## src/rtl/hazard_stall_ctrl_pkg.sv

```systemverilog
// Shared pipeline definitions for the hazard/stall controller.
//  - Tuse/Tnew encodings (cycles until an operand is needed / a result is
//    forwardable). TUSE_NEVER marks an operand the instruction never reads.
//  - Mult/div sequencer state enum.
//  - raw_hit(): one operand-vs-producer RAW comparison.
package hazard_stall_ctrl_pkg;

  localparam logic [1:0] TUSE_0     = 2'd0;
  localparam logic [1:0] TUSE_1     = 2'd1;
  localparam logic [1:0] TUSE_2     = 2'd2;
  localparam logic [1:0] TUSE_NEVER = 2'd3;

  localparam logic [1:0] TNEW_0 = 2'd0;
  localparam logic [1:0] TNEW_1 = 2'd1;
  localparam logic [1:0] TNEW_2 = 2'd2;
  localparam logic [1:0] TNEW_3 = 2'd3;

  typedef enum logic {MD_IDLE, MD_BUSY} md_state_e;

  // A source register collides with a producer when it names the same
  // non-zero register and is needed before the producer can forward it.
  // $0 is hard-wired, so writes to it never create a hazard.
  function automatic logic raw_hit(input logic [4:0] src, input logic [1:0] tuse,
                                   input logic [4:0] dst, input logic [1:0] tnew);
    return (src != 5'd0) && (src == dst) && (tuse < tnew);
  endfunction

endpackage

```

## src/rtl/hazard_stall_ctrl_md_sequencer.sv

```systemverilog
// Mult/div sequencer: two-state FSM plus busy countdown.
// Ports:
//  clk, reset     clock, synchronous active-high reset
//  i_md_start_E   E-stage instruction is mult/multu/div/divu
//  i_md_div_E     1 = div type, 0 = mult type
//  o_md_start     one-cycle start pulse to the mult/div datapath
//  o_md_busy      unit occupied (BUSY state, or a start being issued now)
//  o_hilo_we      one-cycle HI/LO write strobe on completion
module hazard_stall_ctrl_md_sequencer
  import hazard_stall_ctrl_pkg::*;
#(
  parameter int MULT_LAT = 5,
  parameter int DIV_LAT  = 10,
  parameter int CNT_W    = 4
) (
  input  logic clk,
  input  logic reset,
  input  logic i_md_start_E,
  input  logic i_md_div_E,
  output logic o_md_start,
  output logic o_md_busy,
  output logic o_hilo_we
);

  localparam logic [CNT_W-1:0] MULT_LOAD = CNT_W'(MULT_LAT - 1);
  localparam logic [CNT_W-1:0] DIV_LOAD  = CNT_W'(DIV_LAT - 1);
  localparam logic [CNT_W-1:0] CNT_ONE   = CNT_W'(1);

  md_state_e        r_state;
  md_state_e        w_state_nxt;
  logic [CNT_W-1:0] r_cnt;
  logic [CNT_W-1:0] w_cnt_nxt;

  always_ff @(posedge clk) begin
    if (reset) begin
      r_state <= MD_IDLE;
      r_cnt   <= '0;
    end else begin
      r_state <= w_state_nxt;
      r_cnt   <= w_cnt_nxt;
    end
  end

  // Start cycle is cycle 0 and loads LAT-1; the strobe fires when the count
  // reaches 1, i.e. in cycle LAT-1. A start seen while BUSY is ignored.
  always_comb begin
    w_state_nxt = r_state;
    w_cnt_nxt   = r_cnt;
    o_md_start  = 1'b0;
    o_hilo_we   = 1'b0;
    case (r_state)
      MD_IDLE: begin
        if (i_md_start_E) begin
          o_md_start  = 1'b1;
          w_cnt_nxt   = i_md_div_E ? DIV_LOAD : MULT_LOAD;
          w_state_nxt = MD_BUSY;
        end
      end
      MD_BUSY: begin
        w_cnt_nxt = r_cnt - CNT_ONE;
        if (r_cnt == CNT_ONE) begin
          o_hilo_we   = 1'b1;
          w_state_nxt = MD_IDLE;
        end
      end
      default: begin
        w_state_nxt = MD_IDLE;
      end
    endcase
    // A reset cycle abandons any operation: no start, no HI/LO write.
    if (reset) begin
      o_md_start = 1'b0;
      o_hilo_we  = 1'b0;
    end
  end

  assign o_md_busy = (r_state == MD_BUSY) | i_md_start_E;

endmodule

```

## src/rtl/hazard_stall_ctrl.sv

```systemverilog
// Stall/flush sequencer for the 5-stage pipeline.
//  Detects RAW hazards between the D-stage instruction and E/M producers
//  using Tuse/Tnew, holds HI/LO users in D while mult/div is busy, and counts
//  stall cycles (saturating) for performance debug.
// Ports:
//  clk, reset                 clock, synchronous active-high reset
//  rs_D, rt_D                 D-stage source registers
//  tuse_rs_D, tuse_rt_D       cycles until D needs rs/rt (3 = never)
//  A3_E, tnew_E               E-stage destination (0 = none) and Tnew
//  A3_M, tnew_M               M-stage destination (0 = none) and Tnew
//  md_start_E, md_div_E       E-stage mult/div launch and type
//  md_use_D                   D-stage instruction touches mult/div or HI/LO
//  PC_en, D_en, E_clr         PC enable, D register enable, E bubble insert
//  md_start, md_busy, hilo_we mult/div sequencing outputs
//  stall_cnt                  saturating stall-cycle count
module hazard_stall_ctrl
  import hazard_stall_ctrl_pkg::*;
#(
  parameter int MULT_LAT = 5,
  parameter int DIV_LAT  = 10,
  parameter int CNT_W    = 4
) (
  input  logic        clk,
  input  logic        reset,
  input  logic [4:0]  rs_D,
  input  logic [4:0]  rt_D,
  input  logic [1:0]  tuse_rs_D,
  input  logic [1:0]  tuse_rt_D,
  input  logic [4:0]  A3_E,
  input  logic [1:0]  tnew_E,
  input  logic [4:0]  A3_M,
  input  logic [1:0]  tnew_M,
  input  logic        md_start_E,
  input  logic        md_div_E,
  input  logic        md_use_D,
  output logic        PC_en,
  output logic        D_en,
  output logic        E_clr,
  output logic        md_start,
  output logic        md_busy,
  output logic        hilo_we,
  output logic [31:0] stall_cnt
);

  logic        w_stall_rs;
  logic        w_stall_rt;
  logic        w_stall_md;
  logic        w_stall;
  logic        w_md_busy;
  logic [31:0] r_stall_cnt;

  hazard_stall_ctrl_md_sequencer #(
    .MULT_LAT (MULT_LAT),
    .DIV_LAT  (DIV_LAT),
    .CNT_W    (CNT_W)
  ) u_md_seq (
    .clk          (clk),
    .reset        (reset),
    .i_md_start_E (md_start_E),
    .i_md_div_E   (md_div_E),
    .o_md_start   (md_start),
    .o_md_busy    (w_md_busy),
    .o_hilo_we    (hilo_we)
  );

  assign w_stall_rs = raw_hit(rs_D, tuse_rs_D, A3_E, tnew_E) |
                      raw_hit(rs_D, tuse_rs_D, A3_M, tnew_M);
  assign w_stall_rt = raw_hit(rt_D, tuse_rt_D, A3_E, tnew_E) |
                      raw_hit(rt_D, tuse_rt_D, A3_M, tnew_M);
  assign w_stall_md = md_use_D & w_md_busy;
  // One stall flag, so overlapping causes are counted once per cycle.
  assign w_stall    = w_stall_rs | w_stall_rt | w_stall_md;

  assign PC_en   = ~w_stall;
  assign D_en    = ~w_stall;
  assign E_clr   = w_stall;
  assign md_busy = w_md_busy;

  always_ff @(posedge clk) begin
    if (reset) begin
      r_stall_cnt <= '0;
    end else if (w_stall && (r_stall_cnt != 32'hFFFF_FFFF)) begin
      r_stall_cnt <= r_stall_cnt + 32'd1;
    end
  end

  assign stall_cnt = r_stall_cnt;

endmodule

```

## config.mk

```make
export PLATFORM = sky130hd
export DESIGN_NAME = hazard_stall_ctrl
export DESIGN_NICKNAME = d
export VERILOG_FILES = /design/src/rtl/hazard_stall_ctrl_pkg.sv /design/src/rtl/hazard_stall_ctrl_md_sequencer.sv /design/src/rtl/hazard_stall_ctrl.sv
export SDC_FILE = /design/constraint.sdc
export NUM_CORES = 1
export LEC_CHECK = 0
export ABC_AREA = 1
export CAP_MARGIN = 20
export CORE_MARGIN = 2
export CORE_UTILIZATION = 40
export CTS_CLUSTER_DIAMETER = 120
export CTS_CLUSTER_SIZE = 28
export DETAILED_ROUTE_END_ITERATION = 16
export PLACE_DENSITY_LB_ADDON = 0.25
export SLEW_MARGIN = 20
export SYNTH_ARGS = -nofsm -noshare
export SYNTH_HDL_FRONTEND = slang
export SYNTH_SLANG_ARGS = --single-unit
```

## constraint.sdc

```tcl
create_clock -name clk -period 1.9 [get_ports clk]
set_input_delay 0.38 -clock clk [delete_from_list [all_inputs] [get_ports clk]]
set_output_delay 0.38 -clock clk [all_outputs]
set_load 0.02 [all_outputs]
```

==> flow_metrics.py, run 1 <==
metrics = {
    "run_status": {
        "outcome": "complete, no violations",
    },
    "sta": {
        "hold_viol": 0,
        "fmax_mhz": 540,
        "tightest_slew_ps": 382,
        "rsz0062_at_grt": "true",
        "skew_ps": 4.24,
        "min_period_over_period": 0.974,
        "period_needed_ps": 1850,
        "drv_slew": 0,
        "relSlewSlack": 0.743,
        "setup_violations": 0,
    },
    "routing": {
        "viasPerCell": 5.15,
        "drt-initial-drc-count": 128,
        "drc": 0,
        "wl_um": 8460,
        "postRouteAntennaNets": 0,
        "dr.pass1.iters": 4,
        "wl_per_cell_um": 13.4,
        "vias": 3259,
    },
    "global_route": {
        "grt_pass1_wl_um": 13800,
        "overflow": 0,
        "grt_pass1_vias": 3030,
        "grtUsageTotal": 0.226,
        "grt_max_degree": 35,
        "antenna_found_initial": 0,
    },
    "power": {
        "vdd_drop_max_uv": 345,
        "pwr-share-seq": 0.450,
        "power.internal_uw": 1270,
        "pwr-share-comb": 0.240,
        "leakage_uw": 0.00160,
        "switching_power_uw": 520,
        "clkPwrFrac": 0.310,
        "power_density_mw_per_mm2": 455,
        "p_sw_frac": 0.290,
    },
    "layout": {
        "final_cell_area_mm2": 0.00394,
        "final_cells": 633,
        "n_antenna_cell": 0,
        "syn_to_final_growth_pct": 41.1,
        "nNetsFinal": 593,
        "drive_gt1_frac": 0.174,
    },
    "synth": {
        "ys_types": 30,
        "synthTopCellsByArea": "dfxtp_1, nand2_1, nand3_1, nor2_1, a21oi_1",
        "syn_area_per_cell_um2": 6.09,
        "synth_ff_type": "dfxtp_1",
        "synth_area_leader_cell": "dfxtp_1",
        "syn_nets": 498,
        "yosys_warnings": 0,
        "synth_top_area_share": 0.265,
        "synth_commonest_cells": "nand2_1, nor2_1, nand3_1",
        "syn_inst": 458,
        "synth_area_mm2": 0.00279,
        "synth-seq-cells": 37,
        "synth-edff-count": 0,
        "async_flop_share": 0,
        "yosysMostFrequentCell": "nand2_1",
        "ys_seq_area_frac": 0.265,
    },
    "worst_setup_path": {
        "crit_path_max_incr_delay_ps": 180,
        "crit_chain": "buf_8, inv_6, ha_4, a21boi_2, nor2_1, nand3_1, nand2_1, nand2_2, nand3_4, clkinv_4, buf_6",
        "cp.buffers_inverters": 4,
        "crit_type": "in2out",
        "crit_path_max_fanout": 3,
        "crit_slowest_cell": "ha_4",
        "startpoint_type": "input port",
        "crit_family": "simple AND/OR/NAND/NOR gates",
        "endpoint_kind": "output pin",
        "required_ps": 1520,
        "worst_ep_arrival_time_ps": 1470,
    },
    "place": {
        "placed_cell_area_mm2": 0.00378,
        "placed_cells": 626,
        "gp_congestion": 0.939,
        "hpwlAfterDp_um": 6460,
        "place.port_buffers": 70,
    },
    "die": {
        "die_height_um": 87.5,
        "coreArea_mm2": 0.00676,
        "design.portCount": 71,
        "die_w_um": 87.5,
        "start_util": 0.413,
        "rows": 30,
        "fp.dieArea_mm2": 0.00766,
    },
    "clock_tree": {
        "hold_buffers": 0,
        "clkLatencyLatePin_ps": 290,
        "cts_root_buffer": "clkbuf_8",
        "clk_pin_slew_ps": 70,
        "cts.path.max_buffers": 2,
        "cts.htree.levels": 2,
        "cts_tree": "done",
        "post_cts_buffers": 0,
        "cts_buffers": 5,
        "cts_sinks": 37,
    },
    "flow_run": {
        "cap_violations": 0,
    },
    "hold_path": {
        "hold_path_class": "reg2reg",
    },
}
==> worst reg2reg max path, stage by stage (launching register included) <==
cell     delay, ps
dfxtp_1        420
nand2_1        170
nor3_1         260
nand3_2        100
nor3_2         130
nand2_2         90
nand2_2         90
buf_12         170
inv_2           60
nor2_1          80
nor2_1          50
==> power groups by stage <==
stage / registers [uW] / clock network (uW) / logic, uW
6_report: 806 / 556 / 430
5_1_grt: 807 / 605 / 475
2_1_floorplan: 834 / 0 / 227
3_5_place_dp: 822 / 0 / 417
4_1_cts: 804 / 576 / 411
3_3_place_gp: 822 / 0 / 411
==> cells in the final DEF (no fill, tap or decap), types with 10 or more instances in the layout <==
master / count
dfxtp_1: 31
inv_1: 37
nand2_1: 140
a21oi_1: 34
xnor2_1: 12
nor2_1: 49
clkdlybuf4s50_1: 36
nand3_1: 50
clkbuf_2: 10
nor3_1: 11
buf_4: 30
dlygate4sd2_1: 11
xor2_1: 17
==> per-stage QoR <==
stage	hold slack (ps)	setup slack, ps	utilization	TNS (ps)	power, uW
2_1_floorplan	457	-19.9	-	-19.9	1060
3_3_place_gp	466	-812	0.559	-23990	1230
3_5_place_dp	469	-844	0.559	-25550	1240
4_1_cts	484	15.3	0.573	0	1790
5_1_grt	502	-31.1	0.583	-60.5	1890
6_report	481	49.4	0.583	0	1790
==> cells by family (layout without fill, tap and decap cells) <==
family          after synthesis  in the layout  share of synthesized area
xor+xnor                     29             29                     0.0910
fa+ha+maj                     7              7                     0.0314
compound gates               47             47                     0.0901
buf+inv                      59            154                     0.0897
simple gates                279            279                      0.432
flops                        37             37                      0.265
==> state kept, by name (all words and copies together), names as in the netlist <==
signal,cells
stall_cnt,32
u_md_seq.r_state,1
u_md_seq.r_cnt,4
==> layer usage <==
metal,routed length (um),track usage,up-vias
met5,0,0,-
met4,74,0.0545,0
met3,599,0.0445,8
met2,3760,0.356,111
met1,4030,0.317,1482
li1,-,-,1658
==> what timing repair did <==
item	in CTS	in global routing
pin swaps	14	12
resized for setup	77	55
setup endpoints to repair	38	37
==> cell type report <==
cell class / count / area [um2]
Fill cell: 669 / 2820
Multi-Input combinational cell: 362 / 1920
Inverter: 45 / 181
Sequential cell: 37 / 748
Tap cell: 80 / 100
Timing Repair Buffer: 102 / 903
Clock buffer: 7 / 86.3
==> final timing paths <==
| path | startpoint | end | slack [ps] | cells past startpoint |
|---|---|---|---|---|
| worst min-delay path | stall_cnt[31] | stall_cnt[31] | 480 | 2 |
| worst min register to register | stall_cnt[31] | stall_cnt[31] | 480 | 2 |
| worst max register to register | stall_cnt[11] | stall_cnt[1] | 170 | 10 |
| worst max-delay path | tnew_M[1] | PC_en | 50 | 11 |
No activity file was read; power rests on OpenSTA's default activity.
==> run 2, diff against run 1 <==
--- a/config.mk
+++ b/config.mk
@@ -13,6 +13,7 @@
 export CTS_CLUSTER_SIZE = 28
 export DETAILED_ROUTE_END_ITERATION = 16
 export PLACE_DENSITY_LB_ADDON = 0.25
+export SETUP_SLACK_MARGIN = 0.02
 export SLEW_MARGIN = 20
 export SYNTH_ARGS = -nofsm -noshare
 export SYNTH_HDL_FRONTEND = slang
==> run 2 against run 1 <==
Effect of this change:
- clock-buffer cell count unchanged
- setup slack got worse by 15 ps
- register-to-register slack worse by 20 ps
- critical path depth unchanged
- wire length is 0.70% lower
- sequential share of layout area is essentially flat
- die area stayed put
- global-route usage about the same
- first-iteration DRC count increased by 23%
- hold slack better by 1.7 ps
- clock power shrank 0.9%
- largest power group unchanged
==> flow_metrics.py, run 2 (same netlist as run 1, synthesis figures left out) <==
metrics = {
    "worst_setup_path": {
        "crit_type": "in2out",
        "cp.buffers_inverters": 4,
        "required_ps": 1520,
        "crit_chain": "buf_8, inv_6, ha_4, a21boi_2, nor2_1, nand3_1, nand2_1, nand2_2, nand3_4, clkinv_4, buf_6",
        "crit_slowest_cell": "ha_4",
        "worst_ep_arrival_time_ps": 1490,
        "endpoint_kind": "output pin",
        "startpoint_type": "input port",
        "crit_path_max_incr_delay_ps": 180,
        "crit_family": "simple AND/OR/NAND/NOR gates",
        "crit_path_max_fanout": 3,
    },
    "sta": {
        "tightest_slew_ps": 377,
        "skew_ps": 3.93,
        "min_period_over_period": 0.982,
        "setup_violations": 0,
        "rsz0062_at_grt": "true",
        "relSlewSlack": 0.747,
        "finalHoldWorstSlack_ps": 482,
        "period_needed_ps": 1870,
        "drv_slew": 0,
        "fmax_mhz": 536,
        "hold_viol": 0,
    },
    "place": {
        "placed_cell_area_mm2": 0.00378,
        "place.port_buffers": 70,
        "hpwlAfterDp_um": 6460,
        "gp_congestion": 0.939,
    },
    "layout": {
        "largest_reg_flops": 32,
        "nNetsFinal": 593,
        "n_antenna_cell": 0,
        "final_cell_area_mm2": 0.00394,
        "drive_gt1_frac": 0.177,
        "final_common_cell": "nand2_1",
        "final_cell_mix": "nand2_1, nand3_1, nor2_1",
        "syn_to_final_growth_pct": 41.3,
        "nFillCells": 670,
    },
    "power": {
        "vdd_drop_max_uv": 339,
        "pwr-share-seq": 0.451,
        "leakage_uw": 0.00162,
        "p_sw_frac": 0.288,
        "switching_power_uw": 514,
        "power.internal_uw": 1270,
        "pwr-share-comb": 0.240,
        "clkPwrFrac": 0.309,
        "power_density_mw_per_mm2": 453,
    },
    "routing": {
        "dr.pass1.iters": 5,
        "wl_per_cell_um": 13.3,
        "vias": 3274,
        "drt-initial-drc-count": 157,
        "viasPerCell": 5.17,
        "wl_um": 8400,
        "postRouteAntennaNets": 0,
        "drc": 0,
    },
    "die": {
        "die_w_um": 87.5,
        "fp.dieArea_mm2": 0.00766,
        "design.portCount": 71,
        "start_util": 0.413,
        "rows": 30,
        "coreArea_mm2": 0.00676,
        "die_height_um": 87.5,
    },
    "clock_tree": {
        "cts_tree": "done",
        "hold_buffers": 0,
        "clk_pin_slew_ps": 70,
        "post_cts_buffers": 0,
        "cts_buffers": 5,
        "cts.path.max_buffers": 2,
        "clkLatencyLatePin_ps": 290,
        "cts.htree.levels": 2,
        "cts_sinks": 37,
        "cts_root_buffer": "clkbuf_8",
    },
    "hold_path": {
        "hold_path_class": "reg2reg",
    },
    "global_route": {
        "met1_usage": 0.316,
        "use_met2": 0.358,
        "grt_max_degree": 35,
        "grt.busiest_layer": "met2",
        "grtUsageMet3": 0.0445,
        "grt_pass1_vias": 3045,
        "grtUsageTotal": 0.226,
        "grt_pass1_wl_um": 13800,
        "overflow": 0,
        "antenna_found_initial": 0,
    },
    "run_status": {
        "outcome": "complete, no violations",
    },
    "flow_run": {
        "cap_violations": 0,
    },
}
-- run 2: cell count changes in the layout (fill, tap and decap cells not counted), sizes merged --
cell | previous run | this run
clkdlybuf4s15 | 6 | 7
clkdlybuf4s50 | 36 | 35
dlygate4sd2 | 11 | 10
dlymetal6s2s | 0 | 1
-- run 2: worst paths after layout --
check,cells past startpoint,slack [ps],from,end
setup reg to reg,11,150,stall_cnt[25],stall_cnt[1]
setup / recovery,11,30,tnew_M[1],PC_en
hold reg to reg,2,480,stall_cnt[31],stall_cnt[31]
hold / removal,2,480,stall_cnt[31],stall_cnt[31]
-- run 2: final cells by class --
| class | instances | area, um2 | area share |
|---|---|---|---|
| Timing Repair Buffer | 102 | 907 | 0.230 |
| Tap cell | 80 | 100 | 0.0254 |
| Inverter | 45 | 181 | 0.0460 |
| Clock buffer | 7 | 86.3 | 0.0219 |
| Multi-Input combinational cell | 362 | 1920 | 0.486 |
| Sequential cell | 37 | 751 | 0.190 |
-- run 2: per-layer routing --
layer  wire, um  share of wire
met4         83         0.0099
met1       4050           0.48
met3        543          0.065
met2       3720           0.44
met5          0              0
-- run 2: worst min-delay path, cell delays in order, from the launching register on --
cell and delay (ps):
dfxtp_1 320, nand2_1 60, a21oi_1 50
-- run 2: timing repair --
| action | CTS | global route |
|---|---|---|
| endpoints found under the setup margin | 38 | 38 |
| pin swaps | 14 | 12 |
| gates resized for setup | 80 | 54 |
-- run 2: power groups by stage --
stage | Sequential, uW | Combinational (uW) | Clock, uW
3_3_place_gp | 822 | 411 | 0
2_1_floorplan | 834 | 227 | 0
4_1_cts | 804 | 413 | 576
6_report | 805 | 429 | 551
3_5_place_dp | 822 | 417 | 0
5_1_grt | 807 | 474 | 605
-- run 2: stage by stage --
step                      utilization  std cells  power (uW)  setup TNS (ps)  setup slack [ps]
after global routing            0.584        633        1890           -69.7             -35.7
after CTS                       0.574        633        1790               0              21.7
final                           0.584        633        1790               0              34.8
after floorplan                     -        458        1060           -19.9             -19.9
after detailed placement        0.559        626        1240          -25550              -844
after global placement          0.559        626        1230          -23990              -812
==> run 3, diff against run 2 <==
--- a/config.mk
+++ b/config.mk
@@ -7,6 +7,7 @@
 export LEC_CHECK = 0
 export ABC_AREA = 1
 export CAP_MARGIN = 20
+export CORE_ASPECT_RATIO = 0.5
 export CORE_MARGIN = 2
 export CORE_UTILIZATION = 40
 export CTS_CLUSTER_DIAMETER = 120
==> constraint.sdc (replaced) <==
create_clock -name clk -period 2.1 [get_ports clk]
set_input_delay 0.42 -clock clk [delete_from_list [all_inputs] [get_ports clk]]
set_output_delay 0.42 -clock clk [all_outputs]
set_load 0.02 [all_outputs]
==> run 3 against run 2 <==
Effect of this change:
- design area is 1.6% lower
- hold slack improved by 3.8 ps
- register-to-register slack gained 20 ps
- non-clock buffer count shrank 8
- largest power group is now the clock network
- global-route usage fell by 0.39 points
- utilization fell by 0.69 points
==> flow_metrics.py, run 3 (same netlist as run 1, synthesis figures left out) <==
metrics = {
    "run_status": {
        "outcome": "complete, no violations",
    },
    "routing": {
        "wl_per_cell_um": 13.2,
        "postRouteAntennaNets": 0,
        "drt-initial-drc-count": 179,
        "dr.pass1.iters": 4,
        "drc": 0,
        "vias": 3195,
        "wl_um": 8440,
        "viasPerCell": 5.00,
    },
    "worst_setup_path": {
        "r2r_slack_ps": 170,
        "crit_path_max_incr_delay_ps": 260,
        "crit_top_cell": "nand2_1",
        "crit_chain": "dlygate4sd2_1, buf_4, nand2_1, nand2_1, nor2_1, nand3_1, nand2_1, nand2_2, nand3_4, inv_2, buf_6",
        "endpoint_kind": "output pin",
        "crit_path_max_fanout": 3,
        "crit_type": "in2out",
        "worst_ep_arrival_time_ps": 1580,
        "startpoint_type": "input port",
        "crit_slowest_cell": "dlygate4sd2_1",
        "cp.buffers_inverters": 4,
        "required_ps": 1680,
        "crit_family": "simple AND/OR/NAND/NOR gates",
    },
    "flow_run": {
        "cap_violations": 0,
    },
    "place": {
        "place.port_buffers": 70,
        "gp_congestion": 0.965,
        "hpwlAfterDp_um": 6370,
    },
    "sta": {
        "relSlewSlack": 0.630,
        "skew_ps": 1.16,
        "setup_violations": 0,
        "min_period_over_period": 0.954,
        "finalHoldWorstSlack_ps": 486,
        "hold_viol": 0,
        "fmax_mhz": 499,
        "tightest_slew_ps": 550,
        "rsz0062_at_grt": "false",
        "drv_slew": 0,
        "period_needed_ps": 2000,
    },
    "clock_tree": {
        "hold_buffers": 0,
        "cts.htree.levels": 2,
        "clkLatencyLatePin_ps": 280,
        "cts_tree": "done",
        "clk_pin_slew_ps": 60,
        "cts_sinks": 37,
        "cts.path.max_buffers": 2,
        "cts_root_buffer": "clkbuf_16",
        "cts_buffers": 5,
    },
    "layout": {
        "syn_to_final_growth_pct": 39.1,
        "seq_area_um2": 741,
        "largest_reg_flops": 32,
        "multiInputGateArea_mm2": 0.00184,
        "final_util": 0.577,
        "drive_gt1_frac": 0.117,
        "nNetsFinal": 585,
        "nFillCells": 677,
        "final_cell_mix": "nand2_1, nor2_1, nand3_1",
        "final_common_cell": "nand2_1",
    },
    "die": {
        "die_w_um": 122,
        "design.portCount": 71,
        "start_util": 0.415,
        "fp.dieArea_mm2": 0.00770,
        "die_height_um": 63.1,
        "rows": 21,
        "coreArea_mm2": 0.00673,
    },
    "global_route": {
        "grtUsageTotal": 0.222,
        "antenna_found_initial": 0,
        "grt_pass1_wl_um": 13700,
        "overflow": 0,
        "grt_pass1_vias": 2897,
        "grt_max_degree": 35,
    },
    "power": {
        "power_density_mw_per_mm2": 487,
        "vdd_drop_max_uv": 328,
        "leakage_uw": 0.00161,
    },
    "hold_path": {
        "hold_path_class": "reg2reg",
    },
}
run 3: timing repair:
item,4_1_cts,5_1_grt
buffers inserted,0,2
setup endpoints to repair,38,34
pin swaps,16,10
resized for setup,61,18
run 3: per-stage QoR:
stage	TNS (ps)	total power [uW]	worst slack (ps)	instances	cell area (um2)
global placement	-18700	1120	-697	628	3710
finish	0	1890	96.8	639	3880
floorplan	0	951	29.1	458	2800
detailed placement	-19740	1120	-735	628	3710
global route	0	1980	20.8	638	3880
CTS	0	1890	45.6	636	3850
run 3: final timing paths:
| kind | startpoint | to | cells after the start |
|---|---|---|---|
| hold / removal | u_md_seq.r_cnt[1] | u_md_seq.r_cnt[1] | 2 |
| hold reg to reg | u_md_seq.r_cnt[1] | u_md_seq.r_cnt[1] | 2 |
| setup reg to reg | stall_cnt[0] | stall_cnt[25] | 10 |
| setup / recovery | rs_D[0] | D_en | 11 |
run 3: layout make-up:
cell class                 count  share of cell area
antenna                        1            0.000645
clock buffer                   7              0.0393
clock inverter                 1             0.00129
inverter                      45              0.0435
multi-input combinational    362               0.474
sequential                    37               0.191
tap                           92              0.0297
timing repair buffer          94               0.221
run 3: layer usage:
metal  part of all wire  vias to the layer above  wire length [um]  track usage
li1                   -                     1651                 -            -
met3              0.063                       14               529       0.0317
met4              0.013                        0               108       0.0532
met1               0.50                     1448              4230        0.313
met2               0.42                       82              3570        0.358
met5                  0                        -                 0            0
run 3: power breakdown:
part	leakage, uW	total (uW)	internal (uW)	switching, uW
Clock	0.0000799	791	502	288
Sequential	0.000300	728	717	11.2
Combinational	0.00123	369	161	208
run 3: worst reg2reg max path: cells and delay by family (launching register included):
| kind | cells | cell delay [ps] |
|---|---|---|
| buffers and inverters | 1 | 180 |
| adder cells (fa/ha/maj) | 1 | 230 |
| AND/OR/NAND/NOR | 7 | 970 |
| flip-flops | 1 | 330 |
| AO/OA/AOI/OAI | 1 | 150 |
